<file path="config.mk">
export PLATFORM = sky130hd
export DESIGN_NAME = uart_frame_loader_flat
export DESIGN_NICKNAME = d
export VERILOG_FILES = /design/src/rtl/uart_frame_loader_if.sv /design/src/rtl/uart_frame_loader.sv /design/src/flat_wrapper.sv
export SDC_FILE = /design/constraint.sdc
export NUM_CORES = 1
export LEC_CHECK = 0
export ABC_CLOCK_PERIOD_IN_PS = 4000
export CAP_MARGIN = 10
export CORE_AREA = 4 4 78 80
export CTS_CLUSTER_DIAMETER = 200
export DETAILED_ROUTE_END_ITERATION = 8
export DIE_AREA = 0 0 82 84
export GPL_TIMING_DRIVEN = 1
export PLACE_DENSITY = 0.9
export SLEW_MARGIN = 20
export SYNTH_ARGS = -nofsm -noshare
export SYNTH_HDL_FRONTEND = slang
export SYNTH_SLANG_ARGS = --single-unit
</file>
<file path="constraint.sdc">
create_clock -name clk -period 4 [get_ports clk]
set_clock_uncertainty 0.15 [all_clocks]
set_input_delay 0.4 -clock clk [delete_from_list [all_inputs] [get_ports clk]]
set_output_delay 0.4 -clock clk [all_outputs]
set_load 0.02 [all_outputs]
</file>
<file path="src/rtl/uart_frame_loader_if.sv">
// Bundle of the receive strobe, BRAM port A write bus and consumer
// handshake signals shared by the frame loader and its surroundings.
interface uart_frame_loader_if #(
    parameter int ADDR_W = 6
);
    logic [7:0]        rx_data;
    logic              rx_ready;
    logic              mem_we;
    logic [ADDR_W:0]   mem_addr;
    logic [7:0]        mem_din;
    logic              frame_valid;
    logic              rd_bank;
    logic              frame_ack;
    logic              frame_err;
    logic              frame_drop;
    logic [7:0]        err_count;
    logic              busy;

    // Frame loader side: consumes received bytes and acks, drives the rest.
    modport slave (
        input  rx_data, rx_ready, frame_ack,
        output mem_we, mem_addr, mem_din, frame_valid, rd_bank,
               frame_err, frame_drop, err_count, busy
    );

    // Environment side: UART receiver, BRAM and downstream consumer.
    modport master (
        output rx_data, rx_ready, frame_ack,
        input  mem_we, mem_addr, mem_din, frame_valid, rd_bank,
               frame_err, frame_drop, err_count, busy
    );
endinterface

</file>
<file path="src/rtl/uart_frame_loader.sv">
// Sequences received UART bytes into a ping-pong frame buffer.
// Hunts for a sync byte, writes FRAME_LEN payload bytes into the current
// write bank, validates the trailing additive checksum and hands good
// frames to the consumer, which releases each bank with frame_ack.
module uart_frame_loader #(
    parameter int          FRAME_LEN      = 64,
    parameter int          ADDR_W         = 6,
    parameter logic [7:0]  SYNC_BYTE      = 8'h01,
    parameter int          TIMEOUT_CYCLES = 100_000
) (
    input  logic                 clk,
    input  logic                 reset,
    uart_frame_loader_if.slave   bus
);

    localparam int CNT_W   = ADDR_W + 1;
    localparam int TIMER_W = (TIMEOUT_CYCLES > 2) ? $clog2(TIMEOUT_CYCLES) : 1;

    localparam logic [CNT_W-1:0]   LAST_PAYLOAD = CNT_W'(FRAME_LEN - 1);
    localparam logic [CNT_W-1:0]   LAST_DISCARD = CNT_W'(FRAME_LEN);
    localparam logic [TIMER_W-1:0] TIMER_LAST   = TIMER_W'(TIMEOUT_CYCLES - 1);

    typedef enum logic [1:0] {
        IDLE    = 2'd0,
        PAYLOAD = 2'd1,
        CHECK   = 2'd2,
        DISCARD = 2'd3
    } state_t;

    state_t             state_q,      state_d;
    logic               wr_bank_q,    wr_bank_d;
    logic               rd_bank_q,    rd_bank_d;
    logic [1:0]         bank_full_q,  bank_full_d;
    logic [CNT_W-1:0]   cnt_q,        cnt_d;
    logic [7:0]         sum_q,        sum_d;
    logic [TIMER_W-1:0] timer_q,      timer_d;
    logic               mem_we_q,     mem_we_d;
    logic [ADDR_W:0]    mem_addr_q,   mem_addr_d;
    logic [7:0]         mem_din_q,    mem_din_d;
    logic               err_q,        err_d;
    logic               drop_q,       drop_d;
    logic [7:0]         err_count_q,  err_count_d;

    // Next-state logic: frame sequencing, inter-byte timeout, bank bookkeeping.
    // cnt_q doubles as the payload offset and the discarded-byte counter,
    // which is why it carries one extra bit (discard runs to FRAME_LEN).
    always_comb begin
        state_d     = state_q;
        wr_bank_d   = wr_bank_q;
        rd_bank_d   = rd_bank_q;
        bank_full_d = bank_full_q;
        cnt_d       = cnt_q;
        sum_d       = sum_q;
        timer_d     = timer_q;
        mem_we_d    = 1'b0;
        mem_addr_d  = mem_addr_q;
        mem_din_d   = mem_din_q;
        err_d       = 1'b0;
        drop_d      = 1'b0;
        err_count_d = err_count_q;

        case (state_q)
            IDLE: begin
                timer_d = '0;
                if (bus.rx_ready && bus.rx_data == SYNC_BYTE) begin
                    cnt_d = '0;
                    if (!bank_full_q[wr_bank_q]) begin
                        state_d = PAYLOAD;
                        sum_d   = 8'h00;
                    end else begin
                        drop_d  = 1'b1;
                        state_d = DISCARD;
                    end
                end
            end
            PAYLOAD: begin
                if (bus.rx_ready) begin
                    mem_we_d   = 1'b1;
                    mem_addr_d = {wr_bank_q, cnt_q[ADDR_W-1:0]};
                    mem_din_d  = bus.rx_data;
                    sum_d      = sum_q + bus.rx_data;
                    cnt_d      = cnt_q + 1'b1;
                    if (cnt_q == LAST_PAYLOAD) begin
                        state_d = CHECK;
                    end
                end
            end
            CHECK: begin
                if (bus.rx_ready) begin
                    if (bus.rx_data == sum_q) begin
                        bank_full_d[wr_bank_q] = 1'b1;
                        wr_bank_d              = ~wr_bank_q;
                    end else begin
                        err_d = 1'b1;
                    end
                    state_d = IDLE;
                end
            end
            DISCARD: begin
                if (bus.rx_ready) begin
                    cnt_d = cnt_q + 1'b1;
                    if (cnt_q == LAST_DISCARD) begin
                        state_d = IDLE;
                    end
                end
            end
            default: state_d = IDLE;
        endcase

        if (state_q != IDLE) begin
            if (bus.rx_ready) begin
                timer_d = '0;
            end else if (timer_q == TIMER_LAST) begin
                state_d = IDLE;
                err_d   = 1'b1;
                timer_d = '0;
            end else begin
                timer_d = timer_q + 1'b1;
            end
        end

        if (bus.frame_ack && bank_full_q[rd_bank_q]) begin
            bank_full_d[rd_bank_q] = 1'b0;
            rd_bank_d              = ~rd_bank_q;
        end

        if (err_d && err_count_q != 8'hFF) begin
            err_count_d = err_count_q + 8'd1;
        end
    end

    // State and output registers with synchronous reset from any state.
    always_ff @(posedge clk) begin
        if (reset) begin
            state_q     <= IDLE;
            wr_bank_q   <= 1'b0;
            rd_bank_q   <= 1'b0;
            bank_full_q <= 2'b00;
            cnt_q       <= '0;
            sum_q       <= 8'h00;
            timer_q     <= '0;
            mem_we_q    <= 1'b0;
            mem_addr_q  <= '0;
            mem_din_q   <= 8'h00;
            err_q       <= 1'b0;
            drop_q      <= 1'b0;
            err_count_q <= 8'h00;
        end else begin
            state_q     <= state_d;
            wr_bank_q   <= wr_bank_d;
            rd_bank_q   <= rd_bank_d;
            bank_full_q <= bank_full_d;
            cnt_q       <= cnt_d;
            sum_q       <= sum_d;
            timer_q     <= timer_d;
            mem_we_q    <= mem_we_d;
            mem_addr_q  <= mem_addr_d;
            mem_din_q   <= mem_din_d;
            err_q       <= err_d;
            drop_q      <= drop_d;
            err_count_q <= err_count_d;
        end
    end

    assign bus.mem_we      = mem_we_q;
    assign bus.mem_addr    = mem_addr_q;
    assign bus.mem_din     = mem_din_q;
    assign bus.frame_valid = bank_full_q[rd_bank_q];
    assign bus.rd_bank     = rd_bank_q;
    assign bus.frame_err   = err_q;
    assign bus.frame_drop  = drop_q;
    assign bus.err_count   = err_count_q;
    assign bus.busy        = (state_q != IDLE);

endmodule

</file>
<file path="src/flat_wrapper.sv">
// flat-port wrapper written by rule: the top's interface ports become plain ports
module uart_frame_loader_flat 
#(
    parameter int          FRAME_LEN      = 64,
    parameter int          ADDR_W         = 6,
    parameter logic [7:0]  SYNC_BYTE      = 8'h01,
    parameter int          TIMEOUT_CYCLES = 100_000
)
  (clk, reset, bus_rx_data, bus_rx_ready, bus_frame_ack, bus_mem_we, bus_mem_addr, bus_mem_din, bus_frame_valid, bus_rd_bank, bus_frame_err, bus_frame_drop, bus_err_count, bus_busy);
  uart_frame_loader_if #(.ADDR_W(ADDR_W)) bus_i ();
  input  logic clk;
  input  logic reset;
  input wire logic [$bits(bus_i.rx_data)-1:0] bus_rx_data;
  input wire logic [$bits(bus_i.rx_ready)-1:0] bus_rx_ready;
  input wire logic [$bits(bus_i.frame_ack)-1:0] bus_frame_ack;
  output wire logic [$bits(bus_i.mem_we)-1:0] bus_mem_we;
  output wire logic [$bits(bus_i.mem_addr)-1:0] bus_mem_addr;
  output wire logic [$bits(bus_i.mem_din)-1:0] bus_mem_din;
  output wire logic [$bits(bus_i.frame_valid)-1:0] bus_frame_valid;
  output wire logic [$bits(bus_i.rd_bank)-1:0] bus_rd_bank;
  output wire logic [$bits(bus_i.frame_err)-1:0] bus_frame_err;
  output wire logic [$bits(bus_i.frame_drop)-1:0] bus_frame_drop;
  output wire logic [$bits(bus_i.err_count)-1:0] bus_err_count;
  output wire logic [$bits(bus_i.busy)-1:0] bus_busy;
  assign bus_i.rx_data = bus_rx_data;
  assign bus_i.rx_ready = bus_rx_ready;
  assign bus_i.frame_ack = bus_frame_ack;
  assign bus_mem_we = bus_i.mem_we;
  assign bus_mem_addr = bus_i.mem_addr;
  assign bus_mem_din = bus_i.mem_din;
  assign bus_frame_valid = bus_i.frame_valid;
  assign bus_rd_bank = bus_i.rd_bank;
  assign bus_frame_err = bus_i.frame_err;
  assign bus_frame_drop = bus_i.frame_drop;
  assign bus_err_count = bus_i.err_count;
  assign bus_busy = bus_i.busy;
  uart_frame_loader #(.FRAME_LEN(FRAME_LEN), .ADDR_W(ADDR_W), .SYNC_BYTE(SYNC_BYTE), .TIMEOUT_CYCLES(TIMEOUT_CYCLES)) u_core (.clk(clk), .reset(reset), .bus(bus_i));
endmodule
</file>
==> results of run 1 <==
report_power, final:
group	total, mW	switching [mW]	internal [mW]
registers	0.637	0.000229	0.637
clock network	0.719	0.252	0.466
logic	0.0468	0.0277	0.0190
total	1.40	0.280	1.12
path summary, 6_finish.rpt:
| check | cells past startpoint | end | start | slack, ps |
|---|---|---|---|---|
| max | 5 | u_core.sum_q[4] | bus_rx_ready | 1420 |
| min | 1 | u_core.timer_q[0] | u_core.timer_q[0] | 290 |
| max reg2reg | 6 | u_core.bus.err_count[5] | u_core.sum_q[4] | 1690 |
| min reg2reg | 1 | u_core.timer_q[0] | u_core.timer_q[0] | 290 |
cells in the final DEF, fill, tap and decap left out, drive strengths merged, types with 2 or more instances in the layout:
cell type and count:
a21o 2, nor3 12, nand4 7, nor2 44, nand2 58, a21oi 31, clkbuf 12, and4 5
inv 8, nor4 3, o21ai 2, bufinv 3, nand3 21, clkdlybuf4s50 40, xor2 13, ha 11
a21boi 2, or3 2, nor2b 7, mux2 7, and2 4, dfxtp 64, a31oi 2, xnor2 13
o21bai 2, a211oi 6, o211ai 3, and3 8, a22oi 2
cells by family after synthesis:
family | share of synthesized area (%)
flops | 40.89
xor+xnor | 7.268
fa+ha+maj | 5.032
mux | 2.835
compound gates | 12.82
simple gates | 28.39
buf+inv | 2.756
routing by layer:
metal / share of wire (%) / track usage, %
met2: 48 / 34.97
met5: 0 / 0
met1: 45 / 26.39
met3: 5.2 / 7.127
met4: 1.8 / 8.157
registers in the layout, indices dropped and copies added, names as in the netlist, 2 cells and up:
name and cells:
u_core.sum_q 8, u_core.bus.mem_addr 7, u_core.bus.err_count 8, u_core.timer_q 17, u_core.bank_full_q 2, u_core.state_q 2
u_core.cnt_q 7, u_core.bus.mem_din 8
per-stage QoR:
stage	setup slack (ps)	hold slack [ps]	std cells	instance area (um2)	utilization, %
5_1_grt	1290	313.0	484	3839	71.02
3_3_place_gp	1198	274.3	468	3575	66.13
6_report	1420	292.0	484	3839	71.02
2_1_floorplan	1907	262.9	367	3133	-
4_1_cts	1474	296.8	484	3839	71.02
3_5_place_dp	1114	286.9	468	3575	66.13
final cells by class:
cell class	instances	share of cell area (%)
inverters	8	0.7823
flip-flops and latches	64	33.38
clock buffers	12	4.302
repair buffers	41	10.63
clock inverters	4	2.575
multi-input cells	283	45.99
well taps	72	2.347
==> flow_summary.toml, run 1 <==
[synth]
synth_edf_count = 0
ys_types = 55
synth_common_cells = "dfxtp_1 (64), nand2_1 (58), nor2_1 (42)"
yosys_warnings = 0
ys_ff_latch = 64
synth_ff_type = "dfxtp_1"
yosysMostFrequentCell = "dfxtp_1"
async_reset_ff_share_pct = 0
yosysSeqAreaShare_pct = 40.89
synth_top_area_share_pct = 40.89
synthTopCellsByArea = "dfxtp_1 (41%), nand2_1 (6.9%), nor2_1 (5.0%), a21oi_1 (5.0%), ha_1 (4.4%)"
synthesis.nets = 391
syn_inst = 367
syn_area_um2 = 3133
avgSynthCellArea_um2 = 8.537
yosys.area.top_type = "dfxtp_1"

[timing]
final_hold_viol_count = 0
period_share_pct = 64.49
rsz0062_at_grt = "no"
slew_headroom_pct = 49.38
finalMaxSlewViolations = 0
timing.fmax_mhz = 387.7
tns_ps = 0
setup_violations = 0
tightest_slew_ps = 758.4
period_minus_slack_ps = 2580

[global_route]
gr-total-overflow = 0
grt_pass1_wl_um = 11810
antenna_found_initial = 0
grt_pass1_vias = 2704
grt_max_degree = 29
grtUsageTotal_pct = 21.70

[setup_path]
endpoint_kind = "flop"
cp_data_required_time_ps = 4120
critPathKind = "primary input to flop"
path_buf_inv = 1
crit_path_cell_trace = "clkdlybuf4s50_1 > nand3_2 > a22o_1 > or3_1 > a21oi_1"
cpLargestDelayFamily = "simple AND/OR/NAND/NOR gates"
critPathMaxFanout = 18
slowest_stage = "clkdlybuf4s50_1"
worstPathArrival_ps = 2700
cp_slowest_stage_delay_ps = 850
worstSetupStartpointType = "primary input"

[floorplan]
die_area_um2 = 6888
rows = 27
io_pins = 41
coreArea_um2 = 5405
die_w_um = 82
dieHeight_um = 84
initial_core_util_pct = 57.96

[drt]
via_count = 2713
ant_nets = 0
drt-total-wl_um = 6836
routed_via_density = 5.605
drt_iter0_drc = 103
post_drt_wl_per_cell_um = 14.12
drc = 0
first_pass_iters = 4

[cells_and_area]
seqCellArea_um2 = 1281
num_antenna_cells = 0
nFillCells = 448
nets = 431
multi_input_area_um2 = 1765
final_layout_size_suffix_gt1_share_pct = 7.767
area_delta_synth_final_pct = 22.52

[power]
leakage_nw = 1.418
ir_worst_vdd_v = 0.0002601
total_power_mw = 1.403
power.density_nw_per_um2 = 365.4

[place]
port-buffer-count = 40
gp_routability_congestion = 0.9071
dp_hpwl_um = 4730

[clocking]
clk_pin_slew_ps = 70
insertion_delay_ps = 340
cts_resized = 0
cts_setup_buffers = 0
h-tree-depth = 3
clk_path_buf_depth = 2
clockRootBuffer = "clkbuf_8"
cts_tree = "done"
clock-sinks = 64
ctsHoldBuffers = 0
cts_made_buffers = 9

[run]
drv_cap = 0

[run_status]
outcome = "finished clean"

[min_path]
hold_class = "flop to flop"
(Power assumes the default switching activity.)
==> run 2: changes to the inputs <==
--- a/config.mk
+++ b/config.mk
@@ -5,14 +5,14 @@
 export SDC_FILE = /design/constraint.sdc
 export NUM_CORES = 1
 export LEC_CHECK = 0
-export ABC_CLOCK_PERIOD_IN_PS = 4000
+export ABC_CLOCK_PERIOD_IN_PS = 2300
 export CAP_MARGIN = 10
-export CORE_AREA = 4 4 78 80
+export CORE_AREA = 4 4 85 87
 export CTS_CLUSTER_DIAMETER = 200
 export DETAILED_ROUTE_END_ITERATION = 8
-export DIE_AREA = 0 0 82 84
+export DIE_AREA = 0 0 89 91
 export GPL_TIMING_DRIVEN = 1
-export PLACE_DENSITY = 0.9
+export PLACE_DENSITY = 0.81
 export SLEW_MARGIN = 20
 export SYNTH_ARGS = -nofsm -noshare
 export SYNTH_HDL_FRONTEND = slang
==> constraint.sdc (replaced) <==
create_clock -name clk -period 2.3 [get_ports clk]
set_clock_uncertainty 0.15 [all_clocks]
set_input_delay 0.23 -clock clk [delete_from_list [all_inputs] [get_ports clk]]
set_output_delay 0.23 -clock clk [all_outputs]
set_load 0.02 [all_outputs]
==> run 2 against run 1 <==
Global-route usage decreased by 2.7 points. Die area grew 18%. Sequential cell count did not move. Final area is 4.9% higher. First-iteration DRC count rose by 8.7%. Register-to-register slack lost 1500 ps. Cell count increased by 7.2%. Via count rose by 3.5%.
==> flow_summary.toml, run 2 (synthesis gave the netlist of run 1 again) <==
[timing]
worst_slack_ps = 128.5
slew_headroom_pct = 68.80
hold_ws_ps = 296.8
timing.fmax_mhz = 460.5
period_share_pct = 94.41
setup_violations = 0
finalMaxSlewViolations = 0
rsz0062_at_grt = "no"
tns_ps = 0
period_minus_slack_ps = 2172
final_hold_viol_count = 0
tightest_slew_ps = 466.9

[clocking]
cts_tree = "done"
ctsHoldBuffers = 0
cts_resized = 0
h-tree-depth = 3
insertion_delay_ps = 340
clk_pin_slew_ps = 70
cts_made_buffers = 9
clk_path_buf_depth = 2
clockRootBuffer = "clkbuf_8"
cts_setup_buffers = 0
clock-sinks = 64

[setup_path]
critPathKind = "flop to output pin"
reg2regPathDepth = 6
reg2reg_from = "u_core.timer_q[0]"
worstSetupStartpointType = "flop"
cp_slowest_stage_delay_ps = 610
critPathMaxFanout = 12
endpoint_kind = "output pin"
path_buf_inv = 2
crit_path_cell_trace = "nor2_4 > inv_2 > clkdlybuf4s50_1"
r2r_end = "u_core.bus.err_count[5]"
r2r_setup_slack_ps = 140
worstPathArrival_ps = 1790
slowest_stage = "dfxtp_1"
cpLargestDelayFamily = "buffers and inverters"
cp_data_required_time_ps = 1920

[cells_and_area]
num_antenna_cells = 0
mostFrequentLayoutCells = "dfxtp_1 (64), nand2_1 (58), nor2_1 (42)"
finalNonFillerCells = 519
largest_register_ffs = 17
top_register = "u_core.timer_q"
final_layout_size_suffix_gt1_share_pct = 13.80
nets = 461
postLayoutCellArea_um2 = 4028
nFillCells = 547
area_delta_synth_final_pct = 28.55
layout_commonest_cell = "dfxtp_1"
final_util_pct = 63.43

[place]
dp_hpwl_um = 5351
dp.cells = 503
gp_routability_congestion = 0.9188
port-buffer-count = 40
dpl_cell_area_um2 = 3806
dp_slack_ps = -173.9

[power]
power_frac_clock_pct = 47.1
ir_worst_vdd_v = 0.0004397
leakage_nw = 1.532
netSwitchingFraction_pct = 21.79
power.density_nw_per_um2 = 571.4
pwr-share-comb_pct = 4.7
total_power_mw = 2.302
switching_power_uw = 501.4
p_seq_share_pct = 48.1
p_int_mw = 1.800

[drt]
drt_iter0_drc = 112
first_pass_iters = 4
routed_via_density = 5.410
drc = 0
via_count = 2808
drt-total-wl_um = 7299
ant_nets = 0
post_drt_wl_per_cell_um = 14.06

[global_route]
grt_max_degree = 32
grt_pass1_vias = 2757
grt_use_met1_pct = 23.30
grt_busiest_layer = "met2"
antenna_found_initial = 0
gr-total-overflow = 0
use_met2_pct = 31.75
grt_pass1_wl_um = 12340
grtUsageTotal_pct = 18.97
grt_util_met3_pct = 5.701

[min_path]
hold_depth = 1
hold_class = "flop to flop"
hold_end = "u_core.timer_q[0]"
hp-start = "u_core.timer_q[0]"

[floorplan]
die_w_um = 89
die_area_um2 = 8099
rows = 29
dieHeight_um = 91
io_pins = 41
initial_core_util_pct = 49.34
coreArea_um2 = 6350

[run_status]
outcome = "finished clean"

[run]
drv_cap = 0
## run 2: worst max path at each step
stage | start | end | slack [ps] | cells after the start
after detailed placement | bus_rx_data[1] | u_core.bus.err_count[5] | -170 | 7
after global placement | bus_rx_data[0] | u_core.sum_q[6] | -150 | 8
final | u_core.state_q[0] | bus_busy | 130 | 3
after floorplan | u_core.timer_q[0] | u_core.bus.err_count[5] | 320 | 6
after global routing | u_core.timer_q[0] | u_core.bus.err_count[5] | 20 | 6
after CTS | u_core.timer_q[0] | u_core.bus.err_count[5] | 130 | 6
## run 2: power groups by stage
stage                     Combinational [mW]  Sequential, mW  Clock, mW
final                                  0.109            1.11       1.08
after global placement                 0.106            1.13          0
after floorplan                       0.0432            1.13          0
after CTS                              0.109            1.11       1.10
after global routing                   0.119            1.11       1.15
after detailed placement               0.108            1.13          0
## run 2: final cells by class
type                       instances  area (um2)  area share [%]
sequential                        64        1281           31.81
inverter                           8       30.03          0.7456
multi-input combinational        283        1765           43.83
clock inverter                     5       80.08           1.988
clock buffer                      11       141.4           3.510
tap                               77       96.34           2.392
timing repair buffer              71       633.1           15.72
## run 2: metal layers
| layer | vias up | share of wire (%) |
|---|---|---|
| met5 | - | 0 |
| met4 | 0 | 1.4 |
| met3 | 9 | 4.6 |
| met2 | 51 | 49 |
| met1 | 1324 | 45 |
| li1 | 1424 | - |
## run 2: worst reg2reg max path, cell delays in order, from the launching register on
cell	delay [ps]
dfxtp_1	350
ha_1	220
and4_1	260
and2_4	200
nand4b_4	190
a2111oi_4	350
mux2_1	350
==> run 3: changes to the inputs <==
--- a/config.mk
+++ b/config.mk
@@ -5,14 +5,14 @@
 export SDC_FILE = /design/constraint.sdc
 export NUM_CORES = 1
 export LEC_CHECK = 0
-export ABC_CLOCK_PERIOD_IN_PS = 2300
+export ABC_CLOCK_PERIOD_IN_PS = 2000
 export CAP_MARGIN = 10
-export CORE_AREA = 4 4 85 87
+export CORE_AREA = 4 4 81 83
 export CTS_CLUSTER_DIAMETER = 200
 export DETAILED_ROUTE_END_ITERATION = 8
-export DIE_AREA = 0 0 89 91
+export DIE_AREA = 0 0 85 87
 export GPL_TIMING_DRIVEN = 1
-export PLACE_DENSITY = 0.81
+export PLACE_DENSITY = 0.85
 export SLEW_MARGIN = 20
 export SYNTH_ARGS = -nofsm -noshare
 export SYNTH_HDL_FRONTEND = slang
==> constraint.sdc (replaced) <==
create_clock -name clk -period 2 [get_ports clk]
set_clock_uncertainty 0.15 [all_clocks]
set_input_delay 0.2 -clock clk [delete_from_list [all_inputs] [get_ports clk]]
set_output_delay 0.2 -clock clk [all_outputs]
set_load 0.02 [all_outputs]
==> run 3 against run 2 <==
The run now ends with negative setup slack left. Worst hold slack worse by 230 ps. Register-to-register slack worse by 210 ps. Critical path depth up 3. Die area fell by 8.7%. Sequential share of layout area shrank 2.4 points. Combinational power is 39% higher. Wire length up 16%. Clock-buffer cell count is 1 lower. Largest cell class unchanged. Highest routed layer unchanged.
==> flow_summary.toml, run 3 (synthesis gave the netlist of run 1 again) <==
[cells_and_area]
layout_commonest_cell = "nand2_1"
mostFrequentLayoutCells = "nand2_1 (57), dfxtp_1 (54), buf_4 (53)"
seqCellArea_um2 = 1294
final_layout_size_suffix_gt1_share_pct = 27.47
nFillCells = 405
area_delta_synth_final_pct = 40.54
top_register = "u_core.timer_q"
largest_register_ffs = 17
multi_input_area_um2 = 1977
num_antenna_cells = 0
nets = 487
final_util_pct = 75.26
finalNonFillerCells = 541

[global_route]
grt_pass1_wl_um = 13920
grt_max_degree = 18
gr-total-overflow = 0
grtUsageTotal_pct = 23.83
grt_pass1_vias = 3075
antenna_found_initial = 0

[drt]
first_pass_iters = 5
drc = 0
ant_nets = 0
post_drt_wl_per_cell_um = 15.65
routed_via_density = 5.701
drt-total-wl_um = 8465
via_count = 3084
drt_iter0_drc = 134

[setup_path]
slowest_stage = "a2111oi_4"
cp_slowest_stage_delay_ps = 410
critPathMaxFanout = 7
worstSetupStartpointType = "flop"
path_buf_inv = 0
endpoint_kind = "flop"
crit_path_cell_trace = "ha_4 > and4_4 > and2_4 > nand4b_4 > a2111oi_4 > mux2_4"
cp_data_required_time_ps = 2080
cpLargestDelayFamily = "simple AND/OR/NAND/NOR gates"
worstPathArrival_ps = 2150
critPathKind = "flop to flop"

[run_status]
outcome = "finished, violations left"
violations = "negative setup slack"

[timing]
finalMaxSlewViolations = 0
setup_violations = 3
tightest_slew_ps = 455.3
worst_slack_ps = -67.87
final_hold_viol_count = 0
hold_ws_ps = 65.64
period_minus_slack_ps = 2068
timing.fmax_mhz = 483.6
period_share_pct = 103.4
rsz0062_at_grt = "yes"
slew_headroom_pct = 69.57

[clocking]
clk_path_buf_depth = 2
clk_pin_slew_ps = 70
ctsHoldBuffers = 0
insertion_delay_ps = 340
cts_tree = "done"
clock-sinks = 64
clockRootBuffer = "clkbuf_8"
cts_made_buffers = 9
h-tree-depth = 3

[place]
dp_slack_ps = -557.2
dp.cells = 518
port-buffer-count = 40
dp_hpwl_um = 5563
gp_routability_congestion = 0.9347

[floorplan]
rows = 28
initial_core_util_pct = 53.55
coreArea_um2 = 5851
die_w_um = 85
io_pins = 41
dieHeight_um = 87
die_area_um2 = 7395

[power]
power.density_nw_per_um2 = 538.2
leakage_nw = 1.700
ir_worst_vdd_v = 0.0004140
total_power_mw = 2.370

[min_path]
hold_class = "primary input to flop"

[run]
drv_cap = 0
-- run 3: repair_timing --
action	in CTS	in global routing
pin swaps	14	10
setup endpoints to repair	15	22
cloned	0	0
gates resized for setup	28	30
buffers inserted	7	2
-- run 3: routing by layer --
| metal | up-vias | share of wire, % | GRT usage [%] |
|---|---|---|---|
| met1 | 1455 | 40 | 27.19 |
| met4 | 0 | 4.0 | 10.07 |
| met3 | 31 | 5.5 | 6.244 |
| li1 | 1473 | - | - |
| met2 | 125 | 50 | 42.09 |
| met5 | - | 0 | 0 |
-- run 3: worst min-delay path, cell delays in order --
cell	delay [ps]
dlymetal6s2s_1	170
nand2_1	80
a21oi_1	60
-- run 3: area by class of cell --
| class | count | area share [%] |
|---|---|---|
| Clock buffer | 10 | 3.126 |
| Clock inverter | 4 | 0.5115 |
| Inverter | 8 | 0.6820 |
| Multi-Input combinational cell | 283 | 44.90 |
| Sequential cell | 64 | 29.38 |
| Tap cell | 75 | 2.131 |
| Timing Repair Buffer | 97 | 19.27 |
-- run 3: path summary, 6_finish.rpt --
path	cells after the start	slack, ps	startpoint	endpoint
worst max-delay path	6	-70	u_core.timer_q[1]	u_core.bus.err_count[5]
worst min-delay path	3	70	bus_rx_data[0]	u_core.bus.mem_din[0]
worst max register to register	6	-70	u_core.timer_q[1]	u_core.bus.err_count[5]
worst min register to register	2	310	u_core.bus.mem_addr[6]	u_core.bus.mem_addr[6]
-- run 3: stage by stage --
stage / area, um2 / setup TNS, ps
6_report: 4403 / -150.7
3_5_place_dp: 3931 / -8248
5_1_grt: 4403 / -420.1
2_1_floorplan: 3133 / 0
4_1_cts: 4274 / -11.30
3_3_place_gp: 3931 / -7535
-- run 3: power breakdown --
part / leakage, nW / internal [mW] / switching (mW)
clock network: 0.0838 / 0.462 / 0.481
registers: 0.520 / 1.27 / 0.000374
logic: 1.10 / 0.0733 / 0.0787
total: 1.70 / 1.81 / 0.560
